<file path="config.mk">
export PLATFORM = sky130hd
export DESIGN_NAME = unified_mem_arbiter
export DESIGN_NICKNAME = d
export VERILOG_FILES = /design/src/rtl/unified_mem_arbiter.sv
export SDC_FILE = /design/constraint.sdc
export NUM_CORES = 1
export LEC_CHECK = 0
export BUFFER_PORTS_ARGS = -buffer_cell sky130_fd_sc_hd__buf_2
export CAP_MARGIN = 25
export CORE_AREA = 5 5 97 99
export DETAILED_ROUTE_END_ITERATION = 10
export DIE_AREA = 0 0 102 104
export GPL_TIMING_DRIVEN = 0
export PLACE_DENSITY = 0.8
export RECOVER_POWER = 50
export SLEW_MARGIN = 30
export SYNTH_ARGS = -nofsm -noshare
export SYNTH_HDL_FRONTEND = slang
export SYNTH_SLANG_ARGS = --single-unit
</file>
<file path="constraint.sdc">
create_clock -name clk -period 3.39 [get_ports clk]
set_clock_uncertainty 0.05 [all_clocks]
set_input_delay 0.339 -clock clk [delete_from_list [all_inputs] [get_ports clk]]
set_output_delay 0.339 -clock clk [all_outputs]
set_load 0.01 [all_outputs]
</file>
<file path="src/rtl/unified_mem_arbiter.sv">
// unified_mem_arbiter: shares one 1-cycle-latency RAM between fetch and data ports.
// Data has priority, and a starvation counter forces a waiting fetch through.
module unified_mem_arbiter #(
  parameter int ADDR_W = 32,
  parameter int MEM_AW = 10,
  parameter int STARVE_LIMIT = 4
) (
  input  logic              clk,
  input  logic              reset,
  input  logic              i_req_valid,
  output logic              i_req_ready,
  input  logic [ADDR_W-1:0] i_addr,
  output logic [31:0]       i_rdata,
  output logic              i_rvalid,
  input  logic              d_req_valid,
  output logic              d_req_ready,
  input  logic              d_we,
  input  logic [ADDR_W-1:0] d_addr,
  input  logic [31:0]       d_wdata,
  input  logic [3:0]        d_wstrb,
  output logic [31:0]       d_rdata,
  output logic              d_rvalid,
  output logic              mem_en,
  output logic [3:0]        mem_we,
  output logic [MEM_AW-1:0] mem_addr,
  output logic [31:0]       mem_wdata,
  input  logic [31:0]       mem_rdata,
  output logic [2:0]        starve_cnt
);
  typedef enum logic [1:0] {TAG_NONE, TAG_IF, TAG_D_RD, TAG_D_WR} tag_t;
  localparam logic [2:0] LIMIT = 3'(STARVE_LIMIT);
  tag_t tag, tag_nxt;
  logic [31:0] i_hold, d_hold;
  logic force_i, i_win, d_win;
  logic unused_addr;
  assign unused_addr = ^{i_addr[ADDR_W-1:MEM_AW+2], i_addr[1:0], d_addr[ADDR_W-1:MEM_AW+2], d_addr[1:0]};
  always_comb begin
    force_i = i_req_valid && starve_cnt == LIMIT;
    i_win = !reset && i_req_valid && (!d_req_valid || force_i);
    d_win = !reset && d_req_valid && !force_i;
    i_req_ready = i_win;
    d_req_ready = d_win;
    mem_en = i_win || d_win;
    mem_addr = d_win ? d_addr[MEM_AW+1:2] : i_addr[MEM_AW+1:2];
    mem_we = (d_win && d_we) ? d_wstrb : 4'b0;
    mem_wdata = d_wdata;
    tag_nxt = d_win ? (d_we ? TAG_D_WR : TAG_D_RD) : (i_win ? TAG_IF : TAG_NONE);
    // reset suppresses responses to an access issued just before it
    i_rvalid = !reset && tag == TAG_IF;
    d_rvalid = !reset && (tag == TAG_D_RD || tag == TAG_D_WR);
    i_rdata = reset ? 32'd0 : (i_rvalid ? mem_rdata : i_hold);
    d_rdata = reset ? 32'd0 : ((d_rvalid && tag == TAG_D_RD) ? mem_rdata : d_hold);
  end
  always_ff @(posedge clk) begin
    tag <= reset ? TAG_NONE : tag_nxt;
    i_hold <= i_rdata;
    d_hold <= d_rdata;
    starve_cnt <= (reset || !i_req_valid || i_req_ready) ? 3'd0 :
                  (starve_cnt == LIMIT ? LIMIT : starve_cnt + 3'd1);
  end
endmodule

</file>
### Yosys cells after proc, flatten, opt, wreduce, memory -nomap -nowiden

Index checks and enable logic that the tools add are counted.

| storage, ports and cells | value |
|---|---|
| register bits after elaboration | 69 |
| input bits | 137 |
| output and inout bits | 118 |
| word-level logic and storage cells | 39 |

| operators by class | value |
|---|---|
| add/sub/neg operators | 1 |
| equality and inequality tests | 4 |
| muxes and demuxes | 10 |
| reductions and logical operators | 19 |

Operator list:

| kind | number |
|---|---|
| $mux W32 | 4 |
| $mux W10 | 1 |
| $logic_and A1 B1 Y1 | 9 |
| $logic_or A1 B1 Y1 | 5 |
| $eq A2 B2 Y1 const B | 2 |
| $logic_not A1 Y1 | 4 |
| $mux W4 | 1 |
| $add A3 B1 Y3 const B | 1 |
| $eq A3 B3 Y1 const B | 1 |
| $mux W3 | 1 |
| $eq A2 B1 Y1 const B | 1 |
| $mux W1 | 2 |
| $mux W2 | 1 |
| $reduce_or A2 Y1 | 1 |

### Longest topological paths before layout

| depth | value |
|---|---|
| word-level depth | 6 |
| gate-level depth with buffers | 6 |
| gate-level depth less buffers | 6 |

### Worst setup path before layout

OpenSTA, ideal clock, no wires.

| timing path | value |
|---|---|
| path kind | register to output |
| start point | register starve_cnt[0] |
| end point | output mem_addr[0] |
| arrival | 1324 ps |
| data required time | 3001 ps |
| slack | 1677 ps |
| cell stages (with the launch flop) | 7 |
| buffers on the path | 1 |
| cells stage by stage | dfxtp_1 -> inv_1 -> ha_1 -> nand3_1 -> nand3b_1 -> buf_4 -> mux2_2 |

| on the way | value |
|---|---|
| longest elaborated chain between the ends | 5 |

Ends and longest elaborated chain:

| what | RTL line | source |
|---|---|---|
| from (decl) | 28 | `output logic [2:0] starve_cnt` |
| from (signal assigned) | 58 | `starve_cnt <= (reset \|\| !i_req_valid \|\| i_req_ready) ? 3'd0 :` |
| $eq A3 B3 Y1 | 38 | `force_i = i_req_valid && starve_cnt == LIMIT;` |
| $logic_and A1 B1 Y1 | 38 |  |
| $logic_not A1 Y1 | 40 | `d_win = !reset && d_req_valid && !force_i;` |
| $logic_and A1 B1 Y1 | 40 |  |
| $mux W10 | 44 | `mem_addr = d_win ? d_addr[MEM_AW+1:2] : i_addr[MEM_AW+1:2];` |
| to (decl) | 25 | `output logic [MEM_AW-1:0] mem_addr,` |

No other way between the ends.

### Worst setup path in the final report

| timing path | value |
|---|---|
| start point | register tag[0] |
| end point | output i_rdata[18] |

| on the way | value |
|---|---|
| longest elaborated chain between the ends | 4 |

Ends and longest elaborated chain:

| what | RTL line | source |
|---|---|---|
| from (decl) | 32 | `tag_t tag, tag_nxt;` |
| from (signal assigned) | 55 | `tag <= reset ? TAG_NONE : tag_nxt;` |
| $eq A2 B1 Y1 | 49 | `i_rvalid = !reset && tag == TAG_IF;` |
| $logic_and A1 B1 Y1 | 49 |  |
| $mux W32 (2 in a row) | 51 | `i_rdata = reset ? 32'd0 : (i_rvalid ? mem_rdata : i_hold);` |
| to (decl) | 13 | `output logic [31:0] i_rdata,` |

No other way between the ends.

==> results by group <==
Logic synthesis
  • Register bit total from synthesis: just under 70
  • Synthesized area: 2980 um^2
  • Compound-Gate Fraction of Synth Area: 0.112
  • EDFF count, synth: 0
  • Post-synthesis mux area share: 0.0411
  • Largest family of logic cells by synthesized area: simple AND/OR/NAND/NOR gates
  • Top cell type's share of synthesized area: 0.463
  • Most frequent cell after synthesis: dfxtp_1
  • Ys async rst share: 0
  • Post-synth cell types: 22
  • Sequential fraction of the synthesis area: 0.463
  • Leading area contributor after synthesis: dfxtp_1
  • Syn Inst Count: about 350
  • Largest cells by area after synthesis: dfxtp_1, nand2b_1, buf_4, nand2_1, o21ai_0
  • Synth top cells by count: dfxtp_1, nand2_1, nand2b_1, o21ai_0, buf_4
  • Simple-gate share of the synthesized area: 0.254
  • Post-Synth Adder-Cell Area: 0.00839
  • Synth Area in XOR/XNOR: 0
  • Syn avg cell area: roughly 8.5 um^2
  • Syn Nets: 491
  • Yosys warnings: 0
  • Top FF cell, synth: dfxtp_1

Routing
  • DR vias: just under 3000
  • DRC violations left: 0
  • WL final: 9470 um
  • WL/cell: 14.5 um
  • Post-DR vias/cell: 4.53
  • Initial drt markers: between 100 and 150
  • DRT Pass-1 Iters: 4
  • ANT nets after route: 0

Placed design
  • Dpl hpwl: 7660 um
  • Placed Area: 4010 um^2
  • Port Buffer Count: 178
  • Dpl ws: 1.36 ns
  • GPL Wtd Cong: 0.815

Global routing
  • GRT Resource Usage Total: 0.176
  • Largest net degree at the start of global routing: 13
  • First-pass GRT wire length: 14900 um
  • Vias in the first global route: 3045
  • Grt total ovfl: 0
  • Initial antenna violation count: 0

Clocking
  • Worst-Skew Late Latency: approximately 0.33 ns
  • Max Root-Sink Buffers: 2
  • CTS H-tree depth: 3
  • CTS buffer count: 9
  • Worst-path clk slew: 0.08 ns
  • Total clock sinks: 69
  • Post-CTS Setup Bufs: 0
  • Root buffer cell: clkbuf_8
  • Post_cts resized: 0
  • CTS Hold Buffers Added: 0
  • CTS tree: done

Floorplan
  • Top Ports: 255
  • DIE WIDTH: 102 um
  • Die height: 104 um
  • Die ar.: ~11000 um^2
  • Initial core utilization: 0.352
  • Row count: 34
  • Core ar.: 8470 um^2

Power and ir drop
  • Combinational Power Share: 0.159
  • Overall Power: 0.00180 W
  • Clock power frac: 0.361
  • P_sw: approximately 0.00048 W
  • LEAKAGE: 1.93 nW
  • Switching fraction of total power: 0.266
  • Pwr Density: 435 nW/um^2
  • Max VDD drop: 0.000271 V
  • Part of the power in registers: 0.480
  • P_int: 0.00132 W

STA
  • Slew HR: 0.662
  • Final min period: 2.59 ns
  • Slew @ Worst Pin: just over 0.5 ns
  • Hold Vio Cnt, Final: 0
  • RSZ-0062 raised after global routing: false
  • # setup viols final: 0
  • Max-slew violations: 0
  • Final worst path period share: 0.764
  • Final setup margin: approximately 0.80 ns
  • Final TNS setup: 0 ns
  • Fmax: 0.386 GHz

Hold path
  • Worst hold path startpoint: mem_rdata[26]
  • Worst Hold Path EP: i_hold[26]$_DFF_P_
  • HP Class: input port to flip-flop
  • Worst hold path stage count: 3

Critical path
  • Worst R2R End: i_hold[28]$_DFF_P_
  • FF-to-FF path depth: 4
  • Worst-path fanout max: 10
  • R2R setup slack: between 1.5 and 2 ns
  • Worst EP required: 3.00 ns
  • Critical path class: flip-flop to primary output
  • CP startpoint kind: flip-flop
  • Arr. time, crit path: between 2 and 2.5 ns
  • Crit path capture type: primary output
  • Worst r2r src: tag[0]$_SDFF_PP0_

Outcome
  • Status: finished, final reports clean

Final layout
  • Ant diodes: 0
  • Final Util: 0.489
  • Area delta synth->final: 38.7%
  • Share of cells above drive strength 1: 0.375
  • Nets: 680
  • Cell area after layout: 4140 um^2

Run
  • Max_cap viols: 0
power groups by stage:
stage	Combinational [W]	Clock (W)	Sequential (W)
after floorplan	0.000160	0	0.000880
after global placement	0.000294	0	0.000881
after detailed placement	0.000299	0	0.000883
after CTS	0.000300	0.000671	0.000864
after global routing	0.000317	0.000709	0.000867
final	0.000287	0.000650	0.000864
cells in the final DEF (no fill, tap or decap), drive strengths merged:
cell type,Yosys,layout
buf,44,175
dfxtp,69,69
nand2b,65,65
nand2,65,65
clkbuf,9,65
o21ai,64,64
mux2,10,10
inv,5,5
and3,5,5
clkinv,0,5
nor2,4,4
nor2b,2,2
nand3,2,2
ha,2,2
nor3b,2,2
a21boi,1,1
nand3b,1,1
a21o,1,1
mux2i,1,1
bufinv,0,1
clkinvlp,0,1
cell families after synthesis:
| group | after synthesis |
|---|---|
| compound gates | 66 |
| fa+ha+maj | 2 |
| buf+inv | 58 |
| flops | 69 |
| mux | 11 |
| simple gates | 146 |
cell type report:
class                   count  area, um^2
plain buffers              53         327
flip-flops and latches     69        1380
fillers                   861        4330
repair buffers            178         845
clock buffers               9         124
inverters                   5        18.8
well taps                 108         135
multi-input cells         225        1240
clock inverters             7        66.3
critical path, cell delays in order (launching register included):
cell and delay (ns):
dfxtp_1 0.37, nor3b_2 0.20, clkbuf_1 0.43, clkbuf_1 0.44, nand2_1 0.12, o21ai_0 0.13, buf_2 0.19
through the flow:
step,std cells,hold slack (ns)
after floorplan,352,0.399
after global placement,638,0.393
after detailed placement,638,0.405
after CTS,654,0.180
after global routing,654,0.195
final,654,0.201
worst max-delay path by stage:
stage / from / to / slack (ns) / depth (start not counted)
6_report: tag[0]$_SDFF_PP0_ / i_rdata[18] / 0.80 / 6
5_1_grt: tag[0]$_SDFF_PP0_ / i_rdata[2] / 0.52 / 6
4_1_cts: starve_cnt[0]$_SDFF_PP0_ / mem_addr[7] / 1.07 / 7
3_5_place_dp: reset / d_rdata[26] / 1.36 / 6
3_3_place_gp: reset / i_rdata[18] / 1.38 / 7
2_1_floorplan: starve_cnt[0]$_SDFF_PP0_ / mem_addr[0] / 1.68 / 6
state kept, by name (all words and copies together), names as in the netlist:
signal      cells
starve_cnt      3
i_hold         32
tag             2
d_hold         32
per-layer routing:
metal / vias to the layer above / GRT usage / wire length [um]
li1: 1484 / - / -
met5: - / 0 / 0
met3: 8 / 0.0449 / 769
met4: 0 / 0.0469 / 105
met2: 140 / 0.319 / 4940
met1: 1333 / 0.199 / 3650
(Power assumes the default switching activity.)
